--- config.mk ---
export PLATFORM = sky130hd
export DESIGN_NAME = mem_arbiter
export DESIGN_NICKNAME = d
export VERILOG_FILES = /design/src/rtl/mem_arbiter.sv
export SDC_FILE = /design/constraint.sdc
export NUM_CORES = 1
export LEC_CHECK = 0
export CORE_AREA = 2 2 507 509
export DETAILED_ROUTE_END_ITERATION = 8
export DIE_AREA = 0 0 509 511
export GPL_ROUTABILITY_DRIVEN = 0
export PLACE_DENSITY_LB_ADDON = 0.05
export SYNTH_ARGS = -nofsm -noshare
export SYNTH_HDL_FRONTEND = slang
export SYNTH_SLANG_ARGS = --single-unit
--- constraint.sdc ---
create_clock -name clk -period 2.9 [get_ports clk]
set_input_delay 0.435 -clock clk [delete_from_list [all_inputs] [get_ports clk]]
set_output_delay 0.435 -clock clk [all_outputs]
set_load 0.02 [all_outputs]
--- src/rtl/mem_arbiter.sv ---
// rtl/mem_arbiter.sv - two-requester round-robin arbiter in front of a single-port memory
//
// Ports:
//   clk, nReset                      clock, asynchronous active-low reset
//   rN_req/rN_rw/rN_addr/rN_wdata    requester N transaction request (rw: 1=read, 0=write)
//   rN_ack                           one-cycle completion pulse to requester N
//   rdata                            shared read data, valid alongside a read ack
//   busy                             high whenever the FSM is not idle
//   memEN/memRW/memAddr/memWrite     memory command, memEN pulses for one cycle per access
//   memBus                           memory read data, valid MEM_LAT cycles after memEN
module mem_arbiter #(
    parameter int ADDR_W  = 8,
    parameter int DATA_W  = 256,
    parameter int MEM_LAT = 1
) (
    input  logic              clk,
    input  logic              nReset,
    input  logic              r0_req,
    input  logic              r0_rw,
    input  logic [ADDR_W-1:0] r0_addr,
    input  logic [DATA_W-1:0] r0_wdata,
    input  logic              r1_req,
    input  logic              r1_rw,
    input  logic [ADDR_W-1:0] r1_addr,
    input  logic [DATA_W-1:0] r1_wdata,
    output logic              r0_ack,
    output logic              r1_ack,
    output logic [DATA_W-1:0] rdata,
    output logic              busy,
    output logic              memEN,
    output logic              memRW,
    output logic [ADDR_W-1:0] memAddr,
    output logic [DATA_W-1:0] memWrite,
    input  logic [DATA_W-1:0] memBus
);

    typedef enum logic [1:0] {
        S_IDLE,
        S_ISSUE,
        S_WAIT,
        S_RESP
    } state_t;

    localparam logic [3:0] LAT = 4'(MEM_LAT);

    state_t     state;
    state_t     state_next;
    logic [3:0] cnt;
    logic       last_grant;
    logic       grant_id;
    logic       winner;

    // On a tie the requester that was not served last wins; otherwise the
    // only active requester wins.
    always_comb begin
        winner     = 1'b0;
        state_next = state;
        if (r0_req && r1_req) begin
            winner = ~last_grant;
        end else begin
            winner = r1_req;
        end
        case (state)
            S_IDLE:  if (r0_req || r1_req) state_next = S_ISSUE;
            S_ISSUE: state_next = S_WAIT;
            S_WAIT:  if (cnt == 4'd1) state_next = S_RESP;
            S_RESP:  state_next = S_IDLE;
            default: state_next = S_IDLE;
        endcase
    end

    // memRW/memAddr/memWrite double as the transaction latch: they are only
    // loaded on a grant and hold their value for the rest of the transaction.
    always_ff @(posedge clk or negedge nReset) begin
        if (!nReset) begin
            state      <= S_IDLE;
            cnt        <= 4'd0;
            last_grant <= 1'b1;
            grant_id   <= 1'b0;
            memEN      <= 1'b0;
            memRW      <= 1'b1;
            memAddr    <= '0;
            memWrite   <= '0;
            rdata      <= '0;
            r0_ack     <= 1'b0;
            r1_ack     <= 1'b0;
            busy       <= 1'b0;
        end else begin
            state <= state_next;
            busy  <= (state_next != S_IDLE);
            case (state)
                S_IDLE: begin
                    if (r0_req || r1_req) begin
                        grant_id   <= winner;
                        last_grant <= winner;
                        memEN      <= 1'b1;
                        memRW      <= winner ? r1_rw    : r0_rw;
                        memAddr    <= winner ? r1_addr  : r0_addr;
                        memWrite   <= winner ? r1_wdata : r0_wdata;
                    end
                end
                S_ISSUE: begin
                    memEN <= 1'b0;
                    cnt   <= LAT;
                end
                S_WAIT: begin
                    cnt <= cnt - 4'd1;
                    if (cnt == 4'd1) begin
                        if (memRW) begin
                            rdata <= memBus;
                        end
                        r0_ack <= ~grant_id;
                        r1_ack <= grant_id;
                    end
                end
                S_RESP: begin
                    r0_ack <= 1'b0;
                    r1_ack <= 1'b0;
                end
                default: begin
                    memEN <= 1'b0;
                end
            endcase
        end
    end

endmodule

==> results.json <==
{
  "drv_slew": 0,
  "crit_path_start_kind": "flip-flop",
  "syn_nets": 2846,
  "drc": 0,
  "hold_viol_final": 0,
  "syn_inst": 2049,
  "tns_ps": 0,
  "p_comb_share_pct": 51.6,
  "clock_power_share_pct": 21.3,
  "endpoint_kind": "output pin",
  "ant_nets": 0,
  "antenna_found_initial": 104,
  "intPower_w": 0.0300,
  "die_h_um": 511,
  "seq_power_share_pct": 27.1,
  "vias": 21100,
  "layout-drive-gt1-share_pct": 13.8,
  "finalCritPeriodShare_pct": 82.5,
  "powerDensity_nw_per_um2": 1150,
  "rsz0062_at_grt": "no",
  "synth_xor_area_share_pct": 0,
  "grt_max_degree": 61,
  "period_needed_ps": 2390,
  "die_area_um2": 260000,
  "cts_tree": "built",
  "cts_resized": 0,
  "hp-class": "in -> reg",
  "critical_path_class": "reg -> out",
  "clock-sinks": 533,
  "arrival_ps": 1960,
  "crit_required_ps": 2470,
  "cts-root-buf": "clkbuf_16",
  "routed_wl_mm": 163,
  "dp_cells": 6686,
  "numPortBuffers": 1314,
  "slew-limit-headroom_pct": 54.7,
  "crit_buf_inv": 1,
  "first_global_vias": 22800,
  "clk_pin_slew_worst_paths_ps": 70,
  "drv_cap": 0,
  "status": "finished clean",
  "synth_adder_area_share_pct": 0.378,
  "finalCoreUtilization_pct": 17.1,
  "syn_avg_cell_area_um2": 11.3,
  "dp_hpwl_mm": 132,
  "drtIter0Drc": 706,
  "synth_top_family_by_area": "multiplexers",
  "post_synth_num_cell_types": 32,
  "syn-cell-area_um2": 23200,
  "cp_slowest_cell": "clkdlybuf4s50_1",
  "synth_mux_area_share_pct": 16.3,
  "core.rowCount": 186,
  "die_w_um": 509,
  "ys_seq_area_share_pct": 57.6,
  "synth-simple-area-share_pct": 13.6,
  "leakage_nw": 17.1,
  "worst-path-max-fanout": 2,
  "synth_compound_area_share_pct": 7.53,
  "numCtsBuffers": 86,
  "start_util_pct": 9.07,
  "stdcell_count": 6871,
  "synth_edf_count": 0,
  "wl_per_cell_um": 23.8,
  "async_flop_share_pct": 100,
  "io_pins": 1315,
  "syn_to_final_growth_pct": 88.1,
  "finalNetCount": 4188,
  "grt_usage_pct": 12.2,
  "skew_ps": 60.0,
  "ir_drop_v": 0.000452,
  "fmax_ghz": 0.418,
  "worst_slew_pin_slew_ps": 679,
  "synth-seq-cells": 533,
  "placed_cell_area_um2": 40700,
  "grt_pass1_wl_mm": 216,
  "clock_latency_ps": 740,
  "fillers": 28300,
  "cpLargestDelayFamily": "buffers and inverters",
  "p_switching_w": 0.0203,
  "ys_warn_count": 0,
  "dr.pass1.iters": 4,
  "cp_cell_sequence": "clkdlybuf4s50_1",
  "coreArea_um2": 255000,
  "swShare_pct": 40.4,
  "vias_per_cell": 3.07,
  "slowest_delay_ps": 930,
  "grt-ovfl-total": 0,
  "setup_violations": 0,
  "cts_max_level": 3,
  "synthFlopType": "dfrtp_1",
  "clockBufferDepth": 3,
  "stdcell_area_um2": 43600
}
==> placed cells by master, fill, tap and decap left out, types with 16 or more instances in the layout <==
cell type | netlist | routed
buf_12 | 26 | 39
clkbuf_8 | 0 | 20
buf_4 | 1 | 47
mux2_4 | 240 | 240
clkbuf_16 | 0 | 88
nor2_1 | 269 | 269
clkdlybuf4s50_1 | 0 | 1312
diode_2 | 0 | 29
mux2_2 | 16 | 16
a31oi_1 | 266 | 266
dfrtp_1 | 531 | 531
clkbuf_1 | 63 | 31
nand2_1 | 539 | 539
==> logic make-up (layout without fill, tap and decap cells) <==
logic type | count (synthesis) | count (layout)
AND/OR/NAND/NOR | 823 | 823
flip-flops | 533 | 533
AO/OA/AOI/OAI | 278 | 278
multiplexers | 256 | 256
buffers and inverters | 152 | 1561
adder cells (fa/ha/maj) | 7 | 7
other | 0 | 29
==> area by class of cell <==
type | count | area (um2) | area share [%]
Inverter | 6 | 22.5 | 0.0517
Sequential cell | 533 | 13300 | 30.6
Timing Repair Buffer | 1400 | 14300 | 32.8
Multi-Input combinational cell | 1364 | 8790 | 20.2
Tap cell | 3384 | 4230 | 9.72
Clock inverter | 16 | 225 | 0.517
Clock buffer | 139 | 2590 | 5.95
Antenna cell | 29 | 72.6 | 0.167
==> per-layer routing <==
metal  routed length, um  part of all wire [%]  global-route usage, %
met1               57500                    35                   12.1
met4                3700                   2.3                   3.59
met5                 693                  0.42                      0
met2               80200                    49                   21.1
met3               21100                    13                   7.28
==> cell usage after synthesis, types with 2 or more instances <==
| master | number | area, um2 |
|---|---|---|
| buf_1 | 9 | 33.8 |
| ha_1 | 7 | 87.6 |
| nor2_1 | 269 | 1010 |
| inv_1 | 6 | 22.5 |
| o21ai_0 | 5 | 25.0 |
| buf_2 | 46 | 230 |
| nand2_1 | 539 | 2020 |
| nand3_1 | 6 | 30.0 |
| dfrtp_1 | 531 | 13300 |
| mux2_4 | 240 | 3600 |
| buf_12 | 26 | 521 |
| or3_1 | 2 | 12.5 |
| dfstp_2 | 2 | 52.6 |
| mux2_2 | 16 | 180 |
| a31oi_1 | 266 | 1660 |
| clkbuf_1 | 63 | 236 |
==> path summary, 6_finish.rpt <==
| path | startpoint | end | slack (ps) | cells after the start |
|---|---|---|---|---|
| max | memWrite[118] | memWrite[118] | 510 | 1 |
| min | r0_wdata[59] | memWrite[59] | 260 | 3 |
| max reg2reg | cnt[1] | rdata[219] | 510 | 6 |
| min reg2reg | rdata[215] | rdata[215] | 500 | 1 |
| max in group asynchronous | nReset | rdata[213] | 1470 | 3 |
| min in group asynchronous | nReset | rdata[134] | 280 | 2 |
==> sequential cells by signal (all words and copies together), names as in the netlist <==
signal      flops
memEN           1
grant_id        1
memWrite      256
state           2
cnt             4
last_grant      1
r0_ack          1
busy            1
r1_ack          1
memRW           1
memAddr         8
rdata         256
==> through the flow <==
step	setup slack, ps	power, W	hold WS [ps]
final	508	0.0503	258
after global routing	332	0.0536	196
after CTS	262	0.0520	145
after detailed placement	395	0.0406	472
after global placement	399	0.0408	471
after floorplan	1010	0.0264	139
==> timing repair <==
item,in CTS,in global routing
buffers inserted,0,0
hold buffers,1,0
setup endpoints to repair,0,0
endpoints found under the hold margin,29,0
==> power by group through the flow <==
stage          clock [W]  sequential [W]  combinational (W)
6_report          0.0107          0.0136             0.0260
5_1_grt           0.0116          0.0142             0.0279
4_1_cts           0.0114          0.0138             0.0269
3_5_place_dp           0          0.0138             0.0268
3_3_place_gp           0          0.0139             0.0270
2_1_floorplan          0          0.0179            0.00847
==> worst reg2reg max path, stage by stage, from the launching register on <==
cell	delay (ps)
dfrtp_1	370
inv_1	90
ha_1	140
or3b_4	440
nor2_8	420
buf_12	400
mux2_2	440
No activity file was read; power rests on OpenSTA's default activity.
